<file path="src/rtl/mips_mc_control_pkg.sv">
// rtl/mips_mc_control_pkg.sv - shared state codes and helpers for the MIPS multi-cycle sequencer
package mips_mc_control_pkg;

  typedef enum logic [2:0] {
    ST_FETCH  = 3'd0,
    ST_DECODE = 3'd1,
    ST_EXEC   = 3'd2,
    ST_MEM    = 3'd3,
    ST_WB     = 3'd4,
    ST_HALT   = 3'd5
  } mc_state_e;

  // Any instruction that touches the data side of the shared memory port.
  function automatic logic needs_mem(input logic rd, input logic ww, input logic wb,
                                     input logic addm);
    return rd | ww | wb | addm;
  endfunction

endpackage

</file>
<file path="src/rtl/mips_mc_control_mem_wait_timer.sv">
// rtl/mips_mc_control_mem_wait_timer.sv - stall counter that flags a memory request as timed out
module mips_mc_control_mem_wait_timer #(
  parameter int WAIT_LIMIT = 15,
  parameter int WAIT_W     = 4
) (
  input  logic clock,
  input  logic reset,
  input  logic clear,
  input  logic stall,
  output logic expired
);

  localparam logic [WAIT_W-1:0] LAST = WAIT_W'((WAIT_LIMIT > 0) ? WAIT_LIMIT - 1 : 0);

  logic [WAIT_W-1:0] cnt_q, cnt_d;

  always_comb begin
    cnt_d = cnt_q;
    if (clear) begin
      cnt_d = '0;
    end else if (stall) begin
      cnt_d = cnt_q + 1'b1;
    end
  end

  always_ff @(posedge clock) begin
    if (reset) begin
      cnt_q <= '0;
    end else begin
      cnt_q <= cnt_d;
    end
  end

  // cnt_q holds the stall cycles already spent, so this cycle is the WAIT_LIMIT-th one.
  assign expired = (WAIT_LIMIT != 0) && stall && (cnt_q == LAST);

endmodule

</file>
<file path="src/rtl/mips_mc_control.sv">
// rtl/mips_mc_control.sv - multi-cycle FETCH/DECODE/EXEC/MEM/WB sequencer owning the shared memory port
module mips_mc_control
  import mips_mc_control_pkg::*;
#(
  parameter int CNT_W      = 32,
  parameter int WAIT_LIMIT = 15,
  parameter int WAIT_W     = 4
) (
  input  logic             clock,
  input  logic             reset,
  input  logic             dec_writeenable,
  input  logic             dec_mem_read,
  input  logic             dec_word_we,
  input  logic             dec_byte_we,
  input  logic             dec_addm,
  input  logic             dec_except,
  input  logic             mem_ready,
  output logic [2:0]       state,
  output logic             mem_req,
  output logic             mem_addr_sel,
  output logic             mem_wr_word,
  output logic             mem_wr_byte,
  output logic             ir_we,
  output logic             rf_we,
  output logic             pc_we,
  output logic             halted,
  output logic             timeout,
  output logic [CNT_W-1:0] retired_count
);

  mc_state_e        state_q, state_d;
  logic [CNT_W-1:0] count_q, count_d;
  logic             timeout_q, timeout_d;

  logic req_c, sel_c, wr_word_c, wr_byte_c, ir_we_c, rf_we_c, pc_we_c, halted_c;
  logic expired, timer_clear, stall;

  always_comb begin
    state_d   = state_q;
    count_d   = count_q;
    timeout_d = timeout_q;
    req_c     = 1'b0;
    sel_c     = 1'b0;
    wr_word_c = 1'b0;
    wr_byte_c = 1'b0;
    ir_we_c   = 1'b0;
    rf_we_c   = 1'b0;
    pc_we_c   = 1'b0;
    halted_c  = 1'b0;
    case (state_q)
      ST_FETCH: begin
        req_c = 1'b1;
        if (mem_ready) begin
          ir_we_c = 1'b1;
          state_d = ST_DECODE;
        end else if (expired) begin
          timeout_d = 1'b1;
          state_d   = ST_HALT;
        end
      end
      ST_DECODE: state_d = dec_except ? ST_HALT : ST_EXEC;
      ST_EXEC: begin
        if (needs_mem(dec_mem_read, dec_word_we, dec_byte_we, dec_addm)) begin
          state_d = ST_MEM;
        end else if (dec_writeenable) begin
          state_d = ST_WB;
        end else begin
          pc_we_c = 1'b1;
          state_d = ST_FETCH;
        end
      end
      ST_MEM: begin
        req_c     = 1'b1;
        sel_c     = 1'b1;
        wr_word_c = dec_word_we;
        wr_byte_c = dec_byte_we;
        if (mem_ready) begin
          if (dec_word_we || dec_byte_we) begin
            pc_we_c = 1'b1;
            state_d = ST_FETCH;
          end else begin
            state_d = ST_WB;
          end
        end else if (expired) begin
          timeout_d = 1'b1;
          state_d   = ST_HALT;
        end
      end
      ST_WB: begin
        rf_we_c = 1'b1;
        pc_we_c = 1'b1;
        state_d = ST_FETCH;
      end
      ST_HALT: halted_c = 1'b1;
      default: state_d = ST_HALT;
    endcase
    if (pc_we_c) begin
      count_d = count_q + 1'b1;
    end
  end

  always_ff @(posedge clock) begin
    if (reset) begin
      state_q   <= ST_FETCH;
      count_q   <= '0;
      timeout_q <= 1'b0;
    end else begin
      state_q   <= state_d;
      count_q   <= count_d;
      timeout_q <= timeout_d;
    end
  end

  assign stall       = req_c & ~mem_ready;
  assign timer_clear = mem_ready | (state_d != state_q);

  mips_mc_control_mem_wait_timer #(
    .WAIT_LIMIT(WAIT_LIMIT),
    .WAIT_W    (WAIT_W)
  ) u_wait_timer (
    .clock  (clock),
    .reset  (reset),
    .clear  (timer_clear),
    .stall  (stall),
    .expired(expired)
  );

  // Strobes are forced low during reset so an in-flight request is dropped at once.
  assign mem_req       = req_c & ~reset;
  assign mem_addr_sel  = sel_c;
  assign mem_wr_word   = wr_word_c & ~reset;
  assign mem_wr_byte   = wr_byte_c & ~reset;
  assign ir_we         = ir_we_c & ~reset;
  assign rf_we         = rf_we_c & ~reset;
  assign pc_we         = pc_we_c & ~reset;
  assign halted        = halted_c;
  assign state         = state_q;
  assign timeout       = timeout_q;
  assign retired_count = count_q;

endmodule

</file>
<file path="config.mk">
export PLATFORM = sky130hd
export DESIGN_NAME = mips_mc_control
export DESIGN_NICKNAME = d
export VERILOG_FILES = /design/src/rtl/mips_mc_control_pkg.sv /design/src/rtl/mips_mc_control_mem_wait_timer.sv /design/src/rtl/mips_mc_control.sv
export SDC_FILE = /design/constraint.sdc
export NUM_CORES = 1
export LEC_CHECK = 0
export BUFFER_PORTS_ARGS = -buffer_cell sky130_fd_sc_hd__buf_2
export CAP_MARGIN = 0
export CORE_MARGIN = 5
export CORE_UTILIZATION = 27
export CTS_CLUSTER_SIZE = 12
export DETAILED_ROUTE_END_ITERATION = 7
export PLACE_DENSITY_LB_ADDON = 0.25
export SETUP_SLACK_MARGIN = 0.4
export SKIP_LAST_GASP = 1
export SLEW_MARGIN = 40
export SYNTH_ARGS = -nofsm -noshare
export SYNTH_HDL_FRONTEND = slang
export SYNTH_SLANG_ARGS = --single-unit
</file>
<file path="constraint.sdc">
create_clock -name clock -period 1.7 [get_ports clock]
set_input_delay 0.085 -clock clock [delete_from_list [all_inputs] [get_ports clock]]
set_output_delay 0.085 -clock clock [all_outputs]
set_load 0.02 [all_outputs]
</file>
* Word-level counts from Yosys, hierarchy flattened *
Cells that the tools add are included.

storage, ports and cells
  bits in registers = 40
  output and inout bits = 44
  word-level logic and storage cells = 53

operators by class
  $add $sub $neg = 2
  equal/unequal tests = 7
  muxes and demuxes = 21
  bitwise logic cells = 13
  reductions and logical operators = 6

operators by type and width
  kind                                                 count
  adder 32 x 1 -> 32 bit, second input constant        1
  2-to-1 mux 3 bit                                     7
  case mux 3 bit (6 select lines)                      1
  2-to-1 mux 1 bit                                     12
  AND 1 bit                                            7
  equality test 3 x 2 -> 1 bit, second input constant  2
  equality test 3 bit, second input constant           2
  adder 4 x 1 -> 4 bit, second input constant          1
  equality test 4 bit, second input constant           1
  bitwise OR 1 bit                                     4
  OR reduction 2 bit                                   2
  equality test 3 x 1 -> 1 bit, second input constant  1
  zero test 3 bit                                      1
  != test 3 bit                                        1
  case mux 1 bit (3 select lines)                      1
  AND reduction 3 bit                                  1
  inverter 1 bit                                       2
  logical AND 1 bit                                    1
  logical OR 1 bit                                     1

* Longest topological paths before layout *
Gate-level depths: netlist (run 1).

  word-level depth = 11
  gate-level depth with buffers = 8
  depth with buffers taken out = 7

* By module *
A second synthesis (run 1) with hierarchy kept.

unflattened totals
  cells, all modules = 260
  area, all modules = 2,214.6 um^2

modules (own cells, without submodules)
  module                          times used  cells each  area an instance (um^2)
  mips_mc_control                 1           241         2,014.4
  mips_mc_control_mem_wait_timer  1           19          200.2

* Worst setup path before layout (run 1) *
No wires, ideal clock.

  path kind = flip-flop to flip-flop
  start point = reg state_q[0], in the netlist state[0]
  end point = reg count_q[16], in the netlist retired_count[16]
  data arrival time = 1.975 ns
  required time = 1.630 ns
  slack = -0.345 ns
  stages on the path, launching flop included = 8
  buffers on the path = 2
  period minus slack after synthesis = 2.045 ns
  cells stage by stage = dfxtp_1 -> buf_2 -> nand3b_1 -> o21ai_2 -> buf_4 -> nor2_1 -> or4_1 -> a21oi_1

between the ends
  cells in the longest elaborated chain, start to end = 2
  elaborated cells on any way between the ends = 4

RTL lines
  what                                                                        RTL line                text
  from (decl)                                                                 mips_mc_control.sv:31   mc_state_e state_q, state_d;
  from (signal assigned)                                                      mips_mc_control.sv:108  state_q <= state_d;
  equality test 3 bit / equality test 3 x 2 -> 1 bit (equally long branches)  mips_mc_control.sv:50   case (state_q)
  case mux 1 bit (3 select lines) *                                           mips_mc_control.sv:50
  to (signal assigned)                                                        mips_mc_control.sv:109  count_q <= count_d;
  to (decl)                                                                   mips_mc_control.sv:32   logic [CNT_W-1:0] count_q, count_d;

Every way passes the cells marked *; elsewhere a longest branch is shown, timed or not.
A chain may end at the register's enable or synchronous reset.

* Worst setup path in the final report (run 1) *
  start point = reg count_q[8], in the netlist retired_count[8]
  end point = reg count_q[31], in the netlist retired_count[31]

between the ends
  cells in the longest elaborated chain, start to end = 1

RTL lines
  what                    RTL line               text
  adder 32 x 1 -> 32 bit  mips_mc_control.sv:98  count_d = count_q + 1'b1;

Every way passes these cells.

==> metrics.txt, run 1 <==
number of synthesized flops with an enable pin=0; initial antenna violation count=0; Final GP Congestion=0.759; Inst Count DP=~460; clock network fraction of design power=36.1%; number of global-route vias before repair=2259; total CTS buffers=5; die height=99.1 um; crit path DAT=slightly above 2000 ps; most common cell after layout, fill and taps aside=buf_4; Psw=574 uW; static leakage power=0.00153 uW; Mapped Area=2140 um^2; IO Count=53; RSZ-0062 raised after global routing=yes; Post-Synthesis Cells=roughly 260; Net count, final=402; syn nets=270; core area=7730 um^2; status=finished with violations; WS Path Type=flop to flop; clk buf depth=2; DR vias=2361; Antenna diodes=0; CTS clk-pin slew, worst paths=90 ps; CP Cell Sequence=nand4_1 -> nor4bb_2 -> buf_4 -> nand2_2 -> or4b_1 -> a21oi_1; Sw Ratio=26.6%; ys async rst share=0%; failing checks=negative setup slack; row cnt=32; post-DP HPWL=4.74 mm; critical path peak fanout=4; HP Start=dec_except; Routed Wire Length=just under 7 mm; Power Density=573 nW/um^2; Post-DP Area=3090 um^2; first-pass GRT wire length=around 11 mm; chip width=between 90 and 100 um; H-tree depth=2; sequential area share after synthesis=between 30% and 40%; most frequent cells in the layout=buf_4, buf_2, buf_6, nor2_1; worst setup margin=-104 ps; WHS Path Cells=4; element type at the critical path end=flop; pre-CTS setup slack=-233 ps; IO buf count=52; CTS Sinks=40; drt wl/cell=13.7 um; post-synth top area share=37.4%; Yosys reg bits=40; GRT Residual Overflow=0; max capacitance violation total=0; Synth warnings=0; Tmin final=1800 ps; largest net degree at the start of global routing=27; Peak supply drop=~0.30 mV; GRT Total Usage=13.4%; Most used DFF post-synth=dfxtp_1; ranking of synthesized cells by area=dfxtp_1, xor2_1, nor2_1; Hold Violations, Final=0; Comb power frac=19.8%; fin area=roughly 3800 um^2; fraction of layout cells with a size suffix above 1=56.8%; Startpoint Class=flop; f_max=between 0.5 and 0.6 GHz; Reg-to-Reg Start=retired_count[8]; sequential share of power=44.0%; CP required=1930 ps; Avg Vias per Cell=4.79; Layout Skew=13.0 ps; worst-path cell with the longest stage delay=or4b_1; syn avg cell area=8.30 um^2; Synth area leader=dfxtp_1; total die area=between 9000 and 10000 um^2; Worst-Margin Slew=453 ps; P_int=1580 uW; Post-CTS Hold Buffers=0; Antenna Nets Post-Route=0; relative slew slack=69.5%; clk root buf=clkbuf_8; DR iter-0 viols=69; Clock Latency Late Sink=300 ps; area delta synth->final=76.1%; Reg2Reg Depth=6; TritonRoute pass-1 iters=4; Final Cycle Share=106%; Initial Util=27.7%; Post-Layout Cell Count=roughly 490; Remaining DRCs=0; HP Class=input port to flop; final setup vio count=28; Final Max Tran Viols=0; Worst path max stage delay=500 ps; post-synthesis cell type count=47; CTS tree=done; Setup crit start=retired_count[8]
synthesized netlist by cell type, types with 3 or more instances:
cell        n
dfxtp_1    40
nand2_1    13
clkbuf_1   10
or4_1       4
or3_1      10
buf_2       4
nor3_1      5
inv_1       6
a21oi_1    18
nor3b_1     3
o211ai_1    5
o2111ai_1   8
nand4_1     5
nor2_1     34
xor2_1     20
nand3_1     6
o21ai_0    21
xnor2_1     3
and3_1      9
ha_1        3
power groups by stage:
| stage | Combinational (uW) | Sequential, uW | Clock (uW) |
|---|---|---|---|
| final | 429 | 950 | 780 |
| after detailed placement | 292 | 970 | 0 |
| after floorplan | 184 | 982 | 0 |
| after global routing | 458 | 953 | 849 |
| after CTS | 351 | 949 | 812 |
| after global placement | 291 | 969 | 0 |
sequential cells by signal, indices dropped and copies added (netlist names):
name                cells
retired_count          32
state                   3
timeout                 1
u_wait_timer.cnt_q      4
path summary, 6_finish.rpt:
| path | slack (ps) | to |
|---|---|---|
| min reg2reg | 480 | retired_count[31] |
| max reg2reg | -100 | retired_count[31] |
| min | 140 | state[1] |
| max | -100 | retired_count[31] |
cell type report:
| type | count | area, um^2 |
|---|---|---|
| Tap cell | 102 | 128 |
| Clock buffer | 5 | 68.8 |
| Multi-Input combinational cell | 196 | 1570 |
| Timing Repair Buffer | 141 | 1090 |
| Inverter | 6 | 25.0 |
| Clock inverter | 3 | 42.5 |
| Fill cell | 748 | 3960 |
| Sequential cell | 40 | 855 |
through the flow:
step	utilization, %	setup TNS, ps	hold WS (ps)	total power [uW]
floorplan	-	-894	270	1170
global placement	40.0	-3840	434	1260
detailed placement	40.0	-4610	434	1260
CTS	45.5	-792	122	2110
global route	48.8	-3380	146	2260
finish	48.8	-1400	144	2160
critical path: cells and delay by family, from the launching register on:
family,cells,cell delay (ps)
and+or+nand+nor,4,1070
buffers and inverters,1,190
DFF,1,350
AOI/OAI and AO/OA,1,120
metal layers:
metal	up-vias	part of all wire (%)	routed length (um)	global-route usage [%]
li1	1210	-	-	-
met1	1110	48	3250	17.7
met2	35	48	3230	22.1
met3	6	2.9	195	2.41
met4	0	1.2	83	4.31
met5	-	0	0	0
what timing repair did:
item	in CTS	in global routing
setup endpoints to repair	44	48
gates resized for setup	56	38
cloned	1	0
pin swaps	34	48
buffers inserted	11	12
kinds of logic (layout without fill, tap and decap cells):
group                    count (synthesis)  count (layout)  synth area share, %
buffers and inverters                   23             155                 4.85
adder cells (fa/ha/maj)                  3               3                 1.75
AO/OA/AOI/OAI                           65              66                 20.2
AND/OR/NAND/NOR                        104             104                 26.5
XOR/XNOR                                23              23                 9.40
flip-flops                              40              40                 37.4
Note: power is estimated with default switching activity, not from simulation.
==> run 2, diff against run 1 <==
- CORE_UTILIZATION: 27 -> 40
==> metrics.txt, run 2 (synthesis results as in run 1) <==
relative slew slack=73.1% (+3.6 points); number of global-route vias before repair=2218 (-1.8%); Reg-to-Reg Start=retired_count[8]; Initial Util=41.7% (+14 points); CP required=1920 ps (about the same); clk root buf=clkbuf_8; Pwr Total=2040 uW (-5.4%); core area=5140 um^2 (-33%); crit path DAT=2080 ps (+50 ps); stages on the worst setup path=6 (unchanged); Layout Skew=5.84 ps (-7.18 ps); final setup vio count=28 (unchanged); GRT Residual Overflow=0 (unchanged); largest net degree at the start of global routing=36 (+33%); worst setup margin=-154 ps (-50.4 ps); CTS tree=done; die height=83.2 um (-16%); Net count, final=387 (-3.7%); Final Max Tran Viols=0 (unchanged); Clock Latency Late Sink=290 ps (about the same); GRT Total Usage=17.4% (+3.9 points); first-pass GRT wire length=10.1 mm (-7.3%); total die area=6920 um^2 (-30%); Setup crit start=retired_count[8]; drt wl/cell=15.1 um (+10%); Peak supply drop=0.516 mV (+74%); critical path peak fanout=4 (unchanged); Post-CTS Hold Buffers=0 (unchanged); DR iter-0 viols=145 (+110%); pre-CTS setup slack=-174 ps (+59.1 ps); TritonRoute pass-1 iters=4 (unchanged); CTS clk-pin slew, worst paths=80 ps (about the same); static leakage power=0.00147 uW (-3.8%); max reg flops=32 (unchanged); Final Cycle Share=109% (+3.0 points); row cnt=26 (-19%); Antenna diodes=0 (unchanged); final setup TNS=-1860 ps (-452 ps); most frequent cells in the layout=buf_4, buf_2, nor2_1, xor2_1, dfxtp_1; fraction of layout cells with a size suffix above 1=53.7% (-3.1 points); RSZ-0062 raised after global routing=yes; post-DP HPWL=4.48 mm (-5.5%); worst-path cell with the longest stage delay=or4b_4; CTS Sinks=40 (unchanged); CP Cell Sequence=nand4_1 -> nor4bb_4 -> buf_4 -> nand2_2 -> or4b_4 -> a21oi_2; status=finished with violations; IO Count=53 (unchanged); IO buf count=52 (unchanged); H-tree depth=2 (unchanged); Antenna Nets Post-Route=0 (unchanged); Inst Count DP=427 (-7.4%); Crit Reg-Reg Endpoint=retired_count[31]; Final GP Congestion=0.812 (+7.1%); area delta synth->final=66.8%; Worst path max stage delay=530 ps (+30 ps); most common cell after layout, fill and taps aside=buf_4; element type at the critical path end=flop; failing checks=negative setup slack; WS Path Type=flop to flop; Avg Vias per Cell=5.23 (+9.2%); HP Class=input port to flop; Post-Layout Cell Count=446 (-9.5%); total CTS buffers=5 (unchanged); Routed Wire Length=6.75 mm (-0.13%); Tmin final=1850 ps (+50.4 ps); initial antenna violation count=0 (unchanged); Startpoint Class=flop; Hold Violations, Final=0 (unchanged); f_max=0.539 GHz (-2.7%); cell family contributing the most delay on the critical path=simple AND/OR/NAND/NOR gates; Worst-Margin Slew=403 ps (-49.6 ps); max capacitance violation total=0 (unchanged); Remaining DRCs=0 (unchanged); clk buf depth=2 (unchanged); Reg2Reg Depth=6 (unchanged); WP buf/inv=1 (unchanged); DR vias=2333 (-1.2%); Power Density=572 nW/um^2 (about the same); chip width=83.2 um (-16%); crit path to=retired_count[31]; R2R setup slack=-150 ps (-50 ps)
## run 2: routing by layer
metal,routed length [um],GRT usage [%],up-vias
li1,-,-,1173
met4,54,3.71,0
met1,3020,22.4,1113
met5,0,0,-
met2,3440,29.4,42
met3,230,4.06,5
## run 2: how the worst min path moves through the flow
stage,from,end,slack (ps),cells past startpoint
global placement,reset,state[1],380,2
finish,reset,timeout,120,2
CTS,reset,state[1],80,2
global route,reset,timeout,150,2
detailed placement,reset,state[1],380,2
floorplan,mem_ready,u_wait_timer.cnt_q[0],270,2
## run 2: final cells by class
class	instances	area, um^2
fillers	405	1570
multi-input cells	195	1560
repair buffers	127	941
flip-flops and latches	40	857
clock buffers	6	93.8
well taps	70	87.6
inverters	6	22.5
clock inverters	2	7.51
## run 2: worst register-to-register path: stages (launching register included)
cell and delay (ps):
dfxtp_4 350, nand4_1 190, nor4bb_4 340, buf_4 180
nand2_2 70, or4b_4 530, a21oi_2 140
## run 2: power breakdown
| part | internal [uW] | total, uW | leakage (uW) | switching, uW |
|---|---|---|---|---|
| Combinational | 184 | 392 | 0.00108 | 207 |
| Sequential | 936 | 958 | 0.000337 | 22.2 |
| Clock | 368 | 694 | 0.0000514 | 325 |
## run 2: timing repair
item | CTS | global route
resized for setup | 35 | 41
setup buffers | 6 | 5
pin swaps | 26 | 29
cloned | 0 | 0
endpoints found under the setup margin | 42 | 48
## run 2: metrics by stage
step	instance area, um^2	hold slack (ps)	utilization, %
floorplan	2320	270	-
global placement	3060	384	59.6
detailed placement	3060	383	59.6
CTS	3330	76.5	64.8
global route	3570	147	69.5
finish	3570	122	69.5
==> run 3, diff against run 2 <==
- GPL_TIMING_DRIVEN: unset -> 0
==> metrics.txt, run 3 (synthesis results as in run 1) <==
Final Cycle Share=115% (+6.1 points); static leakage power=0.00133 uW (-9.6%); Worst-Margin Slew=608 ps (+205 ps); H-tree depth=2 (unchanged); Net count, final=359 (-7.2%); worst-path cell with the longest stage delay=or3b_4; CTS tree=done; Startpoint Class=flop; total CTS buffers=5 (unchanged); die height=83.2 um (unchanged); IO buf count=51 (-1.9%); CP required=1930 ps (about the same); worst setup margin=-258 ps (-104 ps); Avg Vias per Cell=5.42 (+3.6%); most frequent cells in the layout=buf_2, nor2_1, buf_6, buf_4, xor2_1; fin area=3350 um^2 (-6.3%); Tmin final=1960 ps (+104 ps); clk root buf=clkbuf_8; GRT Residual Overflow=0 (unchanged); failing checks=negative setup slack; GRT Total Usage=16.7% (-0.69 points); status=finished with violations; Hold Violations, Final=0 (unchanged); chip width=83.2 um (unchanged); critical path peak fanout=7 (+3); CP Cell Sequence=buf_6 -> or3b_4 -> o21ai_4 -> buf_6 -> o2111ai_4 -> or3_1 -> a21oi_1; TritonRoute pass-1 iters=4 (unchanged); RSZ-0062 raised after global routing=yes; IO Count=53 (unchanged); Final Max Tran Viols=0 (unchanged); clk buf depth=2 (unchanged); DR iter-0 viols=108 (-26%); CTS Sinks=40 (unchanged); post-DP HPWL=4.03 mm (-10%); Antenna diodes=0 (unchanged); FILL cells=432 (+6.7%); element type at the critical path end=flop; largest net degree at the start of global routing=13 (-64%); drt wl/cell=15.8 um (+4.5%); WS Path Type=flop to flop; Layout Skew=8.91 ps (+3.06 ps); Antenna Nets Post-Route=0 (unchanged); first-pass GRT wire length=9.72 mm (-4.0%); Final GP Congestion=0.845 (+4.1%); multi-input logic area=1530 um^2 (-2.3%); Clock Latency Late Sink=300 ps (about the same); DR vias=2265 (-2.9%); utilization after layout=65.1% (-4.4 points); final setup vio count=34 (+21%); max reg flops=32 (unchanged); f_max=0.511 GHz (-5.3%); WP buf/inv=2 (+1); register area=857 um^2 (unchanged); initial antenna violation count=0 (unchanged); Power Density=645 nW/um^2 (+13%); most frequent CP cell=buf_6; total die area=6920 um^2 (unchanged); CTS clk-pin slew, worst paths=80 ps (about the same); row cnt=26 (unchanged); most common cell after layout, fill and taps aside=buf_2; Initial Util=41.7% (unchanged); Peak supply drop=0.449 mV (-13%); core area=5140 um^2 (unchanged); fraction of layout cells with a size suffix above 1=49.1% (-4.6 points); Routed Wire Length=6.61 mm (-2.0%); crit path DAT=2190 ps (+110 ps); Inst Count DP=379 (-11%); Remaining DRCs=0 (unchanged); Post-DP Area=2670 um^2 (-13%); Worst path max stage delay=430 ps (-100 ps); Post-Layout Cell Count=418 (-6.3%); number of global-route vias before repair=2042 (-7.9%); area delta synth->final=56.2%; max capacitance violation total=0 (unchanged); relative slew slack=59.4% (-14 points); HP Class=input port to flop; cell family contributing the most delay on the critical path=simple AND/OR/NAND/NOR gates; final setup TNS=-4410 ps (-2550 ps)
run 3: metrics by stage:
step           power [uW]  hold slack, ps  setup WS [ps]
6_report             2160             153           -258
5_1_grt              2250             172           -309
4_1_cts              2060             135           -169
3_5_place_dp         1240             449           -329
3_3_place_gp         1230             426           -324
2_1_floorplan        1170             270          -95.7
run 3: final timing paths:
path                                   startpoint                end  slack (ps)  cells after the start
worst min-delay path                   dec_except           state[0]         150                      3
worst min register to register  retired_count[31]  retired_count[31]         490                      2
worst max register to register           state[0]  retired_count[24]        -260                      7
worst max-delay path                     state[0]  retired_count[24]        -260                      7
run 3: power by group:
part	leakage [uW]	switching [uW]	internal, uW
sequential	0.000337	14.0	936
combinational	0.000939	220	211
clock	0.0000552	342	436
total	0.00133	576	1580
run 3: routing by layer:
layer	share of wire, %	global-route usage, %	vias to the layer above
met5	0	0	-
met4	1.4	4.75	0
met3	6.2	4.85	12
met2	49	26.5	72
met1	44	21.9	1059
li1	-	-	1122
run 3: cell type report:
cell class | count | area share [%]
Multi-Input combinational cell | 195 | 45.6
Sequential cell | 40 | 25.6
Timing Repair Buffer | 82 | 17.5
Buffer | 17 | 4.71
Tap cell | 70 | 2.62
Clock buffer | 6 | 2.17
Clock inverter | 2 | 1.05
Inverter | 6 | 0.673
run 3: tightest hold or removal path, stage by stage:
cell and delay [ps]:
buf_2 110, o221ai_2 100, a21oi_1 110
run 3: timing repair:
action / 4_1_cts / 5_1_grt
pin swaps: 9 / 33
hold buffers: 0 / 0
setup endpoints to repair: 48 / 48
gates resized for setup: 23 / 67
gates cloned: 0 / 1
setup buffers: 15 / 15
